[src/rtl/debounce_multi_press.sv]
// N-channel push-button debouncer with short/long press classification.
// Optional auto-repeat on long presses is built when DEBOUNCE_REPEAT_EN is defined.
module debounce_multi_press #(
    parameter int unsigned N_CH         = 4,
    parameter int unsigned TICK_DIV     = 50000,
    parameter int unsigned DB_TICKS     = 20,
    parameter int unsigned LONG_TICKS   = 5000,
    parameter int unsigned REPEAT_TICKS = 250
) (
    input  logic            clk,
    input  logic            reset,
    input  logic [N_CH-1:0] sw,
    output logic [N_CH-1:0] db_level,
    output logic [N_CH-1:0] press_tick,
    output logic [N_CH-1:0] release_tick,
    output logic [N_CH-1:0] short_tick,
    output logic [N_CH-1:0] long_tick,
    output logic [N_CH-1:0] is_long,
    output logic [N_CH-1:0] repeat_tick
);
    localparam int unsigned PW = $clog2(TICK_DIV);
    localparam int unsigned DW = $clog2(DB_TICKS + 1);
    localparam int unsigned HW = $clog2(LONG_TICKS + 1);
    localparam logic [PW-1:0] PS_LAST  = PW'(TICK_DIV - 1);
    localparam logic [DW-1:0] DB_LAST  = DW'(DB_TICKS - 1);
    localparam logic [DW-1:0] D_ONE    = DW'(1);
    localparam logic [HW-1:0] HOLD_MAX = HW'(LONG_TICKS);

    if (N_CH < 1 || TICK_DIV < 2 || DB_TICKS < 2 || LONG_TICKS <= DB_TICKS || REPEAT_TICKS < 1) begin : g_param_check
        $error("debounce_multi_press: illegal parameter set");
    end

    typedef enum logic [1:0] {IDLE, WAIT1, PRESSED, WAIT0} state_t;

    logic [N_CH-1:0] sync1, s;
    logic [PW-1:0]   ps_cnt;
    logic            sample_en;
    state_t          state    [N_CH];
    logic [DW-1:0]   dcnt     [N_CH];
    logic [HW-1:0]   hcnt     [N_CH];
    logic [HW-1:0]   hold_inc [N_CH];
    logic [N_CH-1:0] long_hit;

    always_ff @(posedge clk) begin
        if (reset) begin
            sync1  <= '0;
            s      <= '0;
            ps_cnt <= '0;
        end else begin
            sync1  <= sw;
            s      <= sync1;
            ps_cnt <= (ps_cnt == PS_LAST) ? '0 : ps_cnt + 1'b1;
        end
    end

    assign sample_en = (ps_cnt == PS_LAST);

    // db_level is high exactly in PRESSED/WAIT0, so it doubles as the hold-phase qualifier.
    always_comb begin
        for (int unsigned ch = 0; ch < N_CH; ch++) begin
            hold_inc[ch] = (hcnt[ch] == HOLD_MAX) ? hcnt[ch] : hcnt[ch] + 1'b1;
            long_hit[ch] = db_level[ch] && !is_long[ch] && (hold_inc[ch] == HOLD_MAX);
        end
    end

    always_ff @(posedge clk) begin
        if (reset) begin
            for (int unsigned ch = 0; ch < N_CH; ch++) begin
                state[ch] <= IDLE;
                dcnt[ch]  <= '0;
                hcnt[ch]  <= '0;
            end
            db_level     <= '0;
            press_tick   <= '0;
            release_tick <= '0;
            short_tick   <= '0;
            long_tick    <= '0;
            is_long      <= '0;
        end else begin
            press_tick   <= '0;
            release_tick <= '0;
            short_tick   <= '0;
            long_tick    <= '0;
            if (sample_en) begin
                for (int unsigned ch = 0; ch < N_CH; ch++) begin
                    if (db_level[ch]) begin
                        hcnt[ch] <= hold_inc[ch];
                        if (long_hit[ch]) begin
                            long_tick[ch] <= 1'b1;
                            is_long[ch]   <= 1'b1;
                        end
                    end
                    case (state[ch])
                        IDLE: begin
                            if (s[ch]) begin
                                state[ch] <= WAIT1;
                                dcnt[ch]  <= D_ONE;
                            end
                        end
                        WAIT1: begin
                            if (!s[ch]) begin
                                state[ch] <= IDLE;
                                dcnt[ch]  <= '0;
                            end else if (dcnt[ch] == DB_LAST) begin
                                state[ch]      <= PRESSED;
                                dcnt[ch]       <= '0;
                                hcnt[ch]       <= '0;
                                is_long[ch]    <= 1'b0;
                                db_level[ch]   <= 1'b1;
                                press_tick[ch] <= 1'b1;
                            end else begin
                                dcnt[ch] <= dcnt[ch] + 1'b1;
                            end
                        end
                        PRESSED: begin
                            if (!s[ch]) begin
                                state[ch] <= WAIT0;
                                dcnt[ch]  <= D_ONE;
                            end
                        end
                        WAIT0: begin
                            if (s[ch]) begin
                                state[ch] <= PRESSED;
                                dcnt[ch]  <= '0;
                            end else if (dcnt[ch] == DB_LAST) begin
                                // A long threshold hit on this same sample suppresses short_tick.
                                state[ch]        <= IDLE;
                                dcnt[ch]         <= '0;
                                hcnt[ch]         <= '0;
                                is_long[ch]      <= 1'b0;
                                db_level[ch]     <= 1'b0;
                                release_tick[ch] <= 1'b1;
                                short_tick[ch]   <= !(is_long[ch] || long_hit[ch]);
                            end else begin
                                dcnt[ch] <= dcnt[ch] + 1'b1;
                            end
                        end
                        default: begin
                            state[ch] <= IDLE;
                            dcnt[ch]  <= '0;
                        end
                    endcase
                end
            end
        end
    end

`ifdef DEBOUNCE_REPEAT_EN
    localparam int unsigned RW = $clog2(REPEAT_TICKS + 1);
    localparam logic [RW-1:0] RPT_PRE = RW'(REPEAT_TICKS - 1);

    logic [RW-1:0] rcnt [N_CH];

    always_ff @(posedge clk) begin
        if (reset) begin
            for (int unsigned ch = 0; ch < N_CH; ch++) begin
                rcnt[ch] <= '0;
            end
            repeat_tick <= '0;
        end else begin
            repeat_tick <= '0;
            if (sample_en) begin
                for (int unsigned ch = 0; ch < N_CH; ch++) begin
                    if (long_hit[ch]) begin
                        rcnt[ch] <= '0;
                    end else if (db_level[ch] && is_long[ch]) begin
                        if (rcnt[ch] == RPT_PRE) begin
                            rcnt[ch]        <= '0;
                            repeat_tick[ch] <= 1'b1;
                        end else begin
                            rcnt[ch] <= rcnt[ch] + 1'b1;
                        end
                    end
                end
            end
        end
    end
`else
    assign repeat_tick = '0;
`endif

endmodule

[config.mk]
export PLATFORM = sky130hd
export DESIGN_NAME = debounce_multi_press
export DESIGN_NICKNAME = d
export VERILOG_FILES = /design/src/rtl/debounce_multi_press.sv
export SDC_FILE = /design/constraint.sdc
export NUM_CORES = 1
export LEC_CHECK = 0
export BUFFER_PORTS_ARGS = -buffer_cell sky130_fd_sc_hd__clkbuf_2
export CORE_ASPECT_RATIO = 0.9
export CORE_MARGIN = 3
export CORE_UTILIZATION = 33
export DETAILED_ROUTE_END_ITERATION = 8
export PLACE_DENSITY_LB_ADDON = 0.15
export SLEW_MARGIN = 5
export SYNTH_ARGS = -nofsm -noshare
export SYNTH_HDL_FRONTEND = slang
export SYNTH_SLANG_ARGS = --single-unit
[constraint.sdc]
create_clock -name clk -period 5.25 [get_ports clk]
set_input_delay 0.2625 -clock clk [delete_from_list [all_inputs] [get_ports clk]]
set_output_delay 0.2625 -clock clk [all_outputs]
set_load 0.03 [all_outputs]
Word-level counts from Yosys, hierarchy flattened
Memories as Yosys holds them, arrays and structs flattened.
Index checks and enable logic that the tools add are counted.
{ "op_classes": {"n_addsub": 9, "eq_ne": 41, "muxes": 298, "n_bitwise": 81, "reduce_logical": 42} }
{ "op_table": {"columns": ["op", "n"], "rows": [
  ["$mux W1", 218],
  ["$mux W13", 16],
  ["$mux W5", 32],
  ["$eq A13 B13 Y1 const B", 8],
  ["$or A1 B1 Y1", 68],
  ["$add A13 B1 Y13 const B", 4],
  ["$mux W2", 24],
  ["$ne A2 B2 Y1 const B", 16],
  ["$reduce_and A6 Y1", 4],
  ["$add A5 B1 Y5 const B", 4],
  ["$eq A5 B5 Y1 const B", 4],
  ["$reduce_or A5 Y1", 4],
  ["$add A16 B1 Y16 const B", 1],
  ["$eq A16 B16 Y1 const B", 1],
  ["$eq A2 B2 Y1 const B", 8],
  ["$pmux W1 S2", 8],
  ["$not A1 Y1", 13],
  ["$reduce_or A3 Y1", 4],
  ["$eq A2 B1 Y1 const B", 4],
  ["$logic_and A1 B1 Y1", 8],
  ["$logic_not A1 Y1", 8],
  ["$logic_not A2 Y1", 4],
  ["$reduce_bool A2 Y1", 4],
  ["$logic_or A1 B1 Y1", 4],
  ["$reduce_or A2 Y1", 2]
]} }
{ "word_totals": {"ff_bits": 48, "mem_bits_rw": 80, "in_bits": 6, "output_inout_bits": 28, "n_memories": 3} }
{ "mem_list": {"columns": ["name", "words", "word_bits", "rd", "rd_ports_with_merged_regs", "wr", "line_no", "rtl"], "rows": [
  ["hcnt", 4, 13, 4, 0, 4, "40", "logic [HW-1:0] hcnt [N_CH];"],
  ["dcnt", 4, 5, 4, 0, 4, "39", "logic [DW-1:0] dcnt [N_CH];"],
  ["state", 4, 2, 4, 0, 4, "38", "state_t state [N_CH];"]
]} }

Logic depth before layout (Yosys ltp)
Gate-level depths: netlist of run 1.
An unclocked memory read counts as a cell.
{ "depth": {"ltp_word": 14, "mapped_depth": 9, "depth_no_buf": 8} }

Least setup slack after synthesis of run 1
Ideal clock, no wire load.
{ "synth_timing": {"kind": "reg2reg", "from": "register ps_cnt[0]", "to": "memory hcnt[1][0] (netlist name), enable pin", "t_arrival_ns": 1.998, "t_required_ns": 4.897, "slack_ns": 2.900, "stages_incl_launch_ff": 10, "path_buffers": 2, "synth_period_minus_slack_ns": 2.350, "path_cell_list": "dfxtp_1 > ha_1 > and3_1 > clkbuf_1 > nand4_1 > nor2_2 > buf_2 > nand3_1 > inv_2 > a2111o_1"} }
{ "synth_lines": {"columns": ["element", "line_no", "rtl"], "rows": [
  ["from (decl)", "36", "logic [PW-1:0] ps_cnt;"],
  ["from (signal assigned)", "52", "ps_cnt <= (ps_cnt == PS_LAST) ? '0 : ps_cnt + 1'b1;"],
  ["to (decl)", "40", null]
]} }

==> metrics.csv, run 1 <==
metric,value,unit
p_leak,0.00278,uW
cp.arrival,3.23,ns
synth-xor-area-share,9.13,%
wirelength,14900,microns
slew_violations,0,
clk_latency,0.41,ns
netlist_instances,714,
clk_pin_slew,0.05,ns
cts_tree,built,
final_layout_size_suffix_gt1_share,10.1,%
fillers,1984,
drv_cap,0,
hpwl,10400,microns
async_reset_ff_share,0,%
slew_headroom,25.4,%
cts_buffers,17,
hold_viol_final,0,
die_x,159,microns
critPathLaunchType,register,
grt_pass1_wl,24900,microns
ys_seq_area_share,48.7,%
clkSinkCount,128,
vias_per_cell,5.04,
overflow,0,
portBuffers,29,
grtUsageMet3,3.70,%
grtUsageMet2,21.8,%
max_freq,0.314,GHz
first_iter_violations,337,
clock_skew,0.00636,ns
grt_use_total,13.7,%
synth_common_cells,"nor2_1 (124), edfxtp_1 (80), dfxtp_1 (48)",
ys_top_cells_by_area,"edfxtp_1 (35%), dfxtp_1 (14%), nor2_1 (6.7%)",
dp_worst_setup_slack,2.04,ns
n_antenna_cell,0,
worst-slew-pin-transition,1.11,ns
top_usage_layer,met2,
drc_errors,0,
final_antenna_net_count,0,
grt_max_degree,22,
power_density,321,mW/mm^2
firstDrtPassIters,6,
yosysTopAreaCell,edfxtp_1,
ys_types,71,
critPathRequiredTime,5.29,ns
hp-class,primary input to register,
gp_congestion,0.839,
routedWlPerCell,14.5,microns
synth_simple_gate_area_share,27.0,%
setup_viol,0,
start_util,34.0,%
synth_edf_count,80,
path_class,register to register,
yosys.area_share.adder,2.35,%
die_area,0.0227,sq mm
vdd_ir_drop_max,0.157,mV
cp-end-kind,register,
synth.avg_cell_area,9.67,sq um
num_io_pins,34,
yosys_warnings,0,
rsz0062_at_grt,false,
finalCritPeriodShare,60.7,%
tns,0,ns
outcome,completed,
yosys-mux-area-fraction,0.906,%
synthToLayoutAreaGrowth,14.3,%
core,0.0203,sq mm
vias,5165,
ys_ff_latch,128,
synth_top_area_share,34.8,%
met1_usage,18.1,%
fin_nets,751,
critical_path.max_fanout,15,
synth_compound_area_share,8.31,%
antenna_found_initial,0,
cts_hold_buf,0,
final_util,38.9,%
syn_area,0.00691,sq mm
post_cts.repair.setup_buffers,0,
die_y,143,microns
fin_ws,2.07,ns
synthFlopType,edfxtp_1,
cts_resized,0,
clockBufferDepth,2,
cts_root_buffer,clkbuf_16,
synth.most_common_cell,nor2_1,
fin_crit,3.18,ns
grt_pass1_vias,5046,
core.rowCount,49,
h-tree-depth,4,
synth_top_family_by_area,simple AND/OR/NAND/NOR gates,
-- per-stage QoR --
stage	total power [uW]	area, sq um	std cells	hold slack, ns
3_5_place_dp	1310	7260	993	0.436
6_report	2530	7900	1025	0.0570
5_1_grt	2640	7900	1025	0.0561
2_1_floorplan	1270	6920	717	0.391
4_1_cts	2570	7900	1025	0.0387
3_3_place_gp	1300	7260	993	0.427
-- kinds of logic after synthesis --
family	after synthesis
buffers and inverters	55
multiplexers	6
AND/OR/NAND/NOR	354
XOR/XNOR	72
other	1
adder cells (fa/ha/maj)	13
AO/OA/AOI/OAI	85
flip-flops	128
-- critical path: stages, from the launching register on --
cell and delay [ns]:
dfxtp_1 0.38, ha_1 0.20, and3_1 0.26, and4_1 0.47
nand2_1 0.45, nor4_1 0.49, a211oi_1 0.09, nand2_1 0.47
-- final cells by class --
| cell class | instances | area [sq um] | area share (%) |
|---|---|---|---|
| well taps | 280 | 350 | 4.44 |
| clock inverters | 8 | 93.8 | 1.19 |
| multi-input cells | 534 | 3310 | 41.9 |
| flip-flops and latches | 128 | 3360 | 42.6 |
| repair buffers | 30 | 153 | 1.93 |
| clock buffers | 24 | 547 | 6.92 |
| inverters | 21 | 78.8 | 0.998 |
-- where the power goes --
part,switching [uW],internal (uW)
sequential,52.7,1110
combinational,75.3,53.9
clock,425,822
total,553,1980
-- path summary, 6_finish.rpt --
| path | start | end | slack [ns] | cells after the start |
|---|---|---|---|---|
| max | ps_cnt[0] | hcnt[3][10] | 2.07 | 7 |
| min | sw[2] | sync1[2] | 0.06 | 2 |
| max reg2reg | ps_cnt[0] | hcnt[3][10] | 2.07 | 7 |
| min reg2reg | sync1[0] | s[0] | 0.44 | 1 |
-- state kept, by name (all words and copies together) (netlist names), 8 cells and up --
register / flops
state: 8
ps_cnt: 16
hcnt: 52
dcnt: 20
-- layout by cell type (no fill, tap or decap), types with 3 or more instances in the layout --
| cell type | instances |
|---|---|
| nor2b_1 | 19 |
| nand3b_1 | 4 |
| and4_1 | 3 |
| o31ai_1 | 4 |
| or3_1 | 4 |
| o21ai_1 | 4 |
| o211ai_1 | 9 |
| inv_1 | 18 |
| xnor2_1 | 32 |
| nor4bb_1 | 5 |
| inv_2 | 3 |
| a2111o_1 | 3 |
| nor4_1 | 9 |
| edfxtp_1 | 80 |
| o21a_1 | 4 |
| and4b_1 | 4 |
| nand2b_1 | 9 |
| and3_1 | 23 |
| nor4b_1 | 4 |
| nand3_1 | 40 |
| a21oi_1 | 24 |
| nand4_1 | 20 |
| nor3_1 | 16 |
| and2_1 | 6 |
| xor2_1 | 40 |
| nand2_1 | 40 |
| mux2i_1 | 4 |
| clkbuf_16 | 21 |
| nor3b_1 | 6 |
| conb_1 | 4 |
| nor2_1 | 124 |
| dfxtp_1 | 48 |
| o21ai_0 | 12 |
| ha_1 | 13 |
| clkbuf_2 | 29 |
-- per-layer routing --
layer  part of all wire, %  vias up
met4                   1.5        0
met3                   3.2       13
met5                     0        -
met1                    48     2469
met2                    47       86
li1                      -     2597
No activity file was read; power rests on OpenSTA's default activity.
==> run 2: changes to the inputs <==
Settings changed: ABC_AREA from default to 1.
Clock period 5.25 ns to 3.3 ns, I/O delays scaled along.
==> run 2 against run 1 <==
  * Total power is 56% higher
  * Hold slack improved by 0.17 ns
  * Die area is 7.2% higher
  * Non-clock buffer count is 6 higher
  * Maximum frequency up 21%
  * Sequential share of layout area decreased by 3.0 points
  * Largest cell class is now multi-input combinational cells
  * Sequential power rose by 56%
  * Synthesized cell count grew 38%
==> metrics.csv, run 2 <==
metric,value,unit,change
yosys_warnings,0,,unchanged
p_leak,0.00366,uW,+32%
setup_viol,0,,unchanged
worst-slew-pin-transition,0.715,ns,-0.398 ns
crit_path_end,hcnt[1][0],,
max_freq,0.381,GHz,+21%
synth_top_area_share,32.4,%,-2.4 points
clockBufferDepth,2,,unchanged
crit_chain,ha_1 -> nand2_1 -> nor2_1 -> nand2_2 -> nor2_8 -> nand2_4 -> inv_6 -> nand3_2 -> nand2_1 -> inv_2 -> nand3b_1,,
grt_pass1_wl,28200,microns,+13%
clock_skew,0.0106,ns,+0.00419 ns
cpPeakStageDelay,0.48,ns,about the same
h-tree-depth,4,,unchanged
firstDrtPassIters,5,,-1
ys_seq_area_share,45.3,%,-3.4 points
drv_cap,0,,unchanged
tns,0,ns,unchanged
async_reset_ff_share,0,%,unchanged
outcome,completed,,
cp.depth,11,,+4
fin_area,0.00850,sq mm,+7.6%
first_iter_violations,415,,+23%
fin_nets,1050,,+40%
core.rowCount,51,,+4.1%
slowest_stage,nand3b_1,,
clock_power_share,48.1,%,-1.1 points
grt_use_total,14.3,%,+0.64 points
crit_top_cell,nand2_1,,
synthFlopType,edfxtp_1,,
critical_path.max_fanout,26,,+11
synth.most_common_cell,nand2_1,,
synth_edf_count,80,,unchanged
num_io_pins,34,,unchanged
switching_power,919,uW,+66%
hold_viol_final,0,,unchanged
synth.avg_cell_area,7.53,sq um,-22%
vias,6203,,+20%
gp_congestion,0.835,,-0.47%
multi_input_area,0.00339,sq mm,+2.5%
grt_max_degree,27,,+23%
grt_pass1_vias,6041,,+20%
crit_start,ps_cnt[0],,
rr_endpoint,hcnt[1][0],,
fin_crit,2.62,ns,-0.561 ns
ys_ff_latch,128,,unchanged
cts_resized,0,,unchanged
cts_buffers,17,,unchanged
clk_pin_slew,0.06,ns,about the same
path_class,register to register,,
die_x,164,microns,+3.5%
largest_register,hcnt,,
worstHoldStart,reset,,
wirelength,16600,microns,+11%
layout_common_cells,"nand2_1 (197), nor2_1 (183), inv_1 (148)",,
rr_worst_depth,11,,+4
p_seq_share,45.8,%,about the same
cts_root_buffer,clkbuf_16,,
routedWlPerCell,12.4,microns,-14%
place_area,0.00787,sq mm,+8.4%
fillers,2298,,+16%
antenna_found_initial,0,,unchanged
post_cts.repair.setup_buffers,0,,unchanged
portBuffers,29,,unchanged
vdd_ir_drop_max,0.251,mV,+60%
finalCritPeriodShare,79.5,%,+19 points
critPathLaunchType,register,,
n_antenna_cell,0,,unchanged
hp-class,primary input to register,,
clk_latency,0.42,ns,about the same
clkSinkCount,128,,unchanged
rrSetupSlack,0.68,ns,-1.39 ns
synthToLayoutAreaGrowth,14.5,%,
rsz0062_at_grt,false,,
internal_power,3030,uW,+53%
yosysTopAreaCell,edfxtp_1,,
crit_family,simple AND/OR/NAND/NOR gates,,
slew_violations,0,,unchanged
vias_per_cell,4.65,,-7.8%
netlist_instances,986,,+38%
cp.buffers_inverters,2,,+2
power_density,464,mW/mm^2,+45%
synth_common_cells,"nand2_1 (197), nor2_1 (183), inv_1 (148)",,
drc_errors,0,,unchanged
core,0.0219,sq mm,+7.9%
slew_headroom,52.2,%,+27 points
combPwrFrac,6.1,%,+1.0 points
hpwl,12200,microns,+17%
reg_top3,"hcnt: 52 flops, dcnt: 20 flops, ps_cnt: 16 flops",,
regArea,0.00336,sq mm,unchanged
r2r_start,ps_cnt[0],,
cp.arrival,2.67,ns,-0.56 ns
overflow,0,,unchanged
syn_area,0.00742,sq mm,+7.5%
critPathRequiredTime,3.34,ns,-1.95 ns
start_util,33.9,%,-0.12 points
cts_tree,built,,
final_layout_size_suffix_gt1_share,8.72,%,-1.4 points
largest_reg_flops,52,,unchanged
ys_top_cells_by_area,"edfxtp_1 (32%), dfxtp_1 (13%), nand2_1 (10%)",,
swShare,23.3,%,+1.5 points
final_common_cell,nand2_1,,
final_antenna_net_count,0,,unchanged
die_area,0.0243,sq mm,+7.2%
die_y,148,microns,+3.5%
ys_types,45,,-37%
cp-end-kind,register,,
## run 2: worst reg2reg max path, cell delays in order (launching register included)
cell      delay, ns
dfxtp_1        0.35
ha_1           0.17
nand2_1        0.08
nor2_1         0.20
nand2_2        0.14
nor2_8         0.23
nand2_4        0.15
inv_6          0.19
nand3_2        0.13
nand2_1        0.09
inv_2          0.05
nand3b_1       0.48
## run 2: final cells by class
class,instances,area share (%)
clock buffer,20,5.26
clock inverter,12,1.66
inverter,153,6.82
multi-input combinational,695,39.9
sequential,128,39.6
tap,291,4.29
timing repair buffer,36,2.44
## run 2: cells by family (layout without fill, tap and decap cells)
| kind of cell | after synthesis | after routing | synth area share, % |
|---|---|---|---|
| other | 1 | 4 | 0.0505 |
| buffers and inverters | 166 | 221 | 9.12 |
| XOR/XNOR | 33 | 33 | 3.89 |
| flip-flops | 128 | 128 | 45.3 |
| AND/OR/NAND/NOR | 569 | 569 | 33.9 |
| adder cells (fa/ha/maj) | 13 | 13 | 2.19 |
| AO/OA/AOI/OAI | 76 | 76 | 5.58 |
## run 2: power groups by stage
stage / Clock [uW] / Combinational, uW / Sequential (uW)
after floorplan: 0 / 188 / 1830
after global placement: 0 / 237 / 1840
after detailed placement: 0 / 235 / 1840
after CTS: 1940 / 240 / 1810
after global routing: 2020 / 279 / 1820
final: 1900 / 239 / 1810
## run 2: worst min-delay path by stage
stage / endpoint / slack, ns / cells past startpoint
after global placement: sync1[2] / 0.37 / 3
final: sync1[3] / 0.23 / 3
after CTS: sync1[1] / 0.21 / 3
after detailed placement: sync1[2] / 0.37 / 3
after floorplan: db_level[3] / 0.23 / 1
after global routing: sync1[1] / 0.24 / 3
## run 2: metal layers
layer	global-route usage, %	wire, microns	up-vias
met5	0	0	-
met4	5.16	259	0
met3	3.12	529	20
met2	22.3	7160	101
met1	19.6	8610	2795
li1	-	-	3287
## run 2: what timing repair did
action	4_1_cts	5_1_grt
endpoints found under the setup margin	0	0
hold endpoints to repair	4	0
hold buffers	4	0
## run 2: metrics by stage
stage | setup slack (ns) | cells | util (%) | hold slack (ns) | power (uW)
floorplan | 1.10 | 989 | - | 0.234 | 2010
global placement | 0.733 | 1299 | 36.0 | 0.368 | 2080
CTS | 0.633 | 1335 | 38.8 | 0.214 | 3990
finish | 0.676 | 1335 | 38.8 | 0.228 | 3940
global route | 0.394 | 1335 | 38.8 | 0.237 | 4110
detailed placement | 0.649 | 1299 | 36.0 | 0.372 | 2080
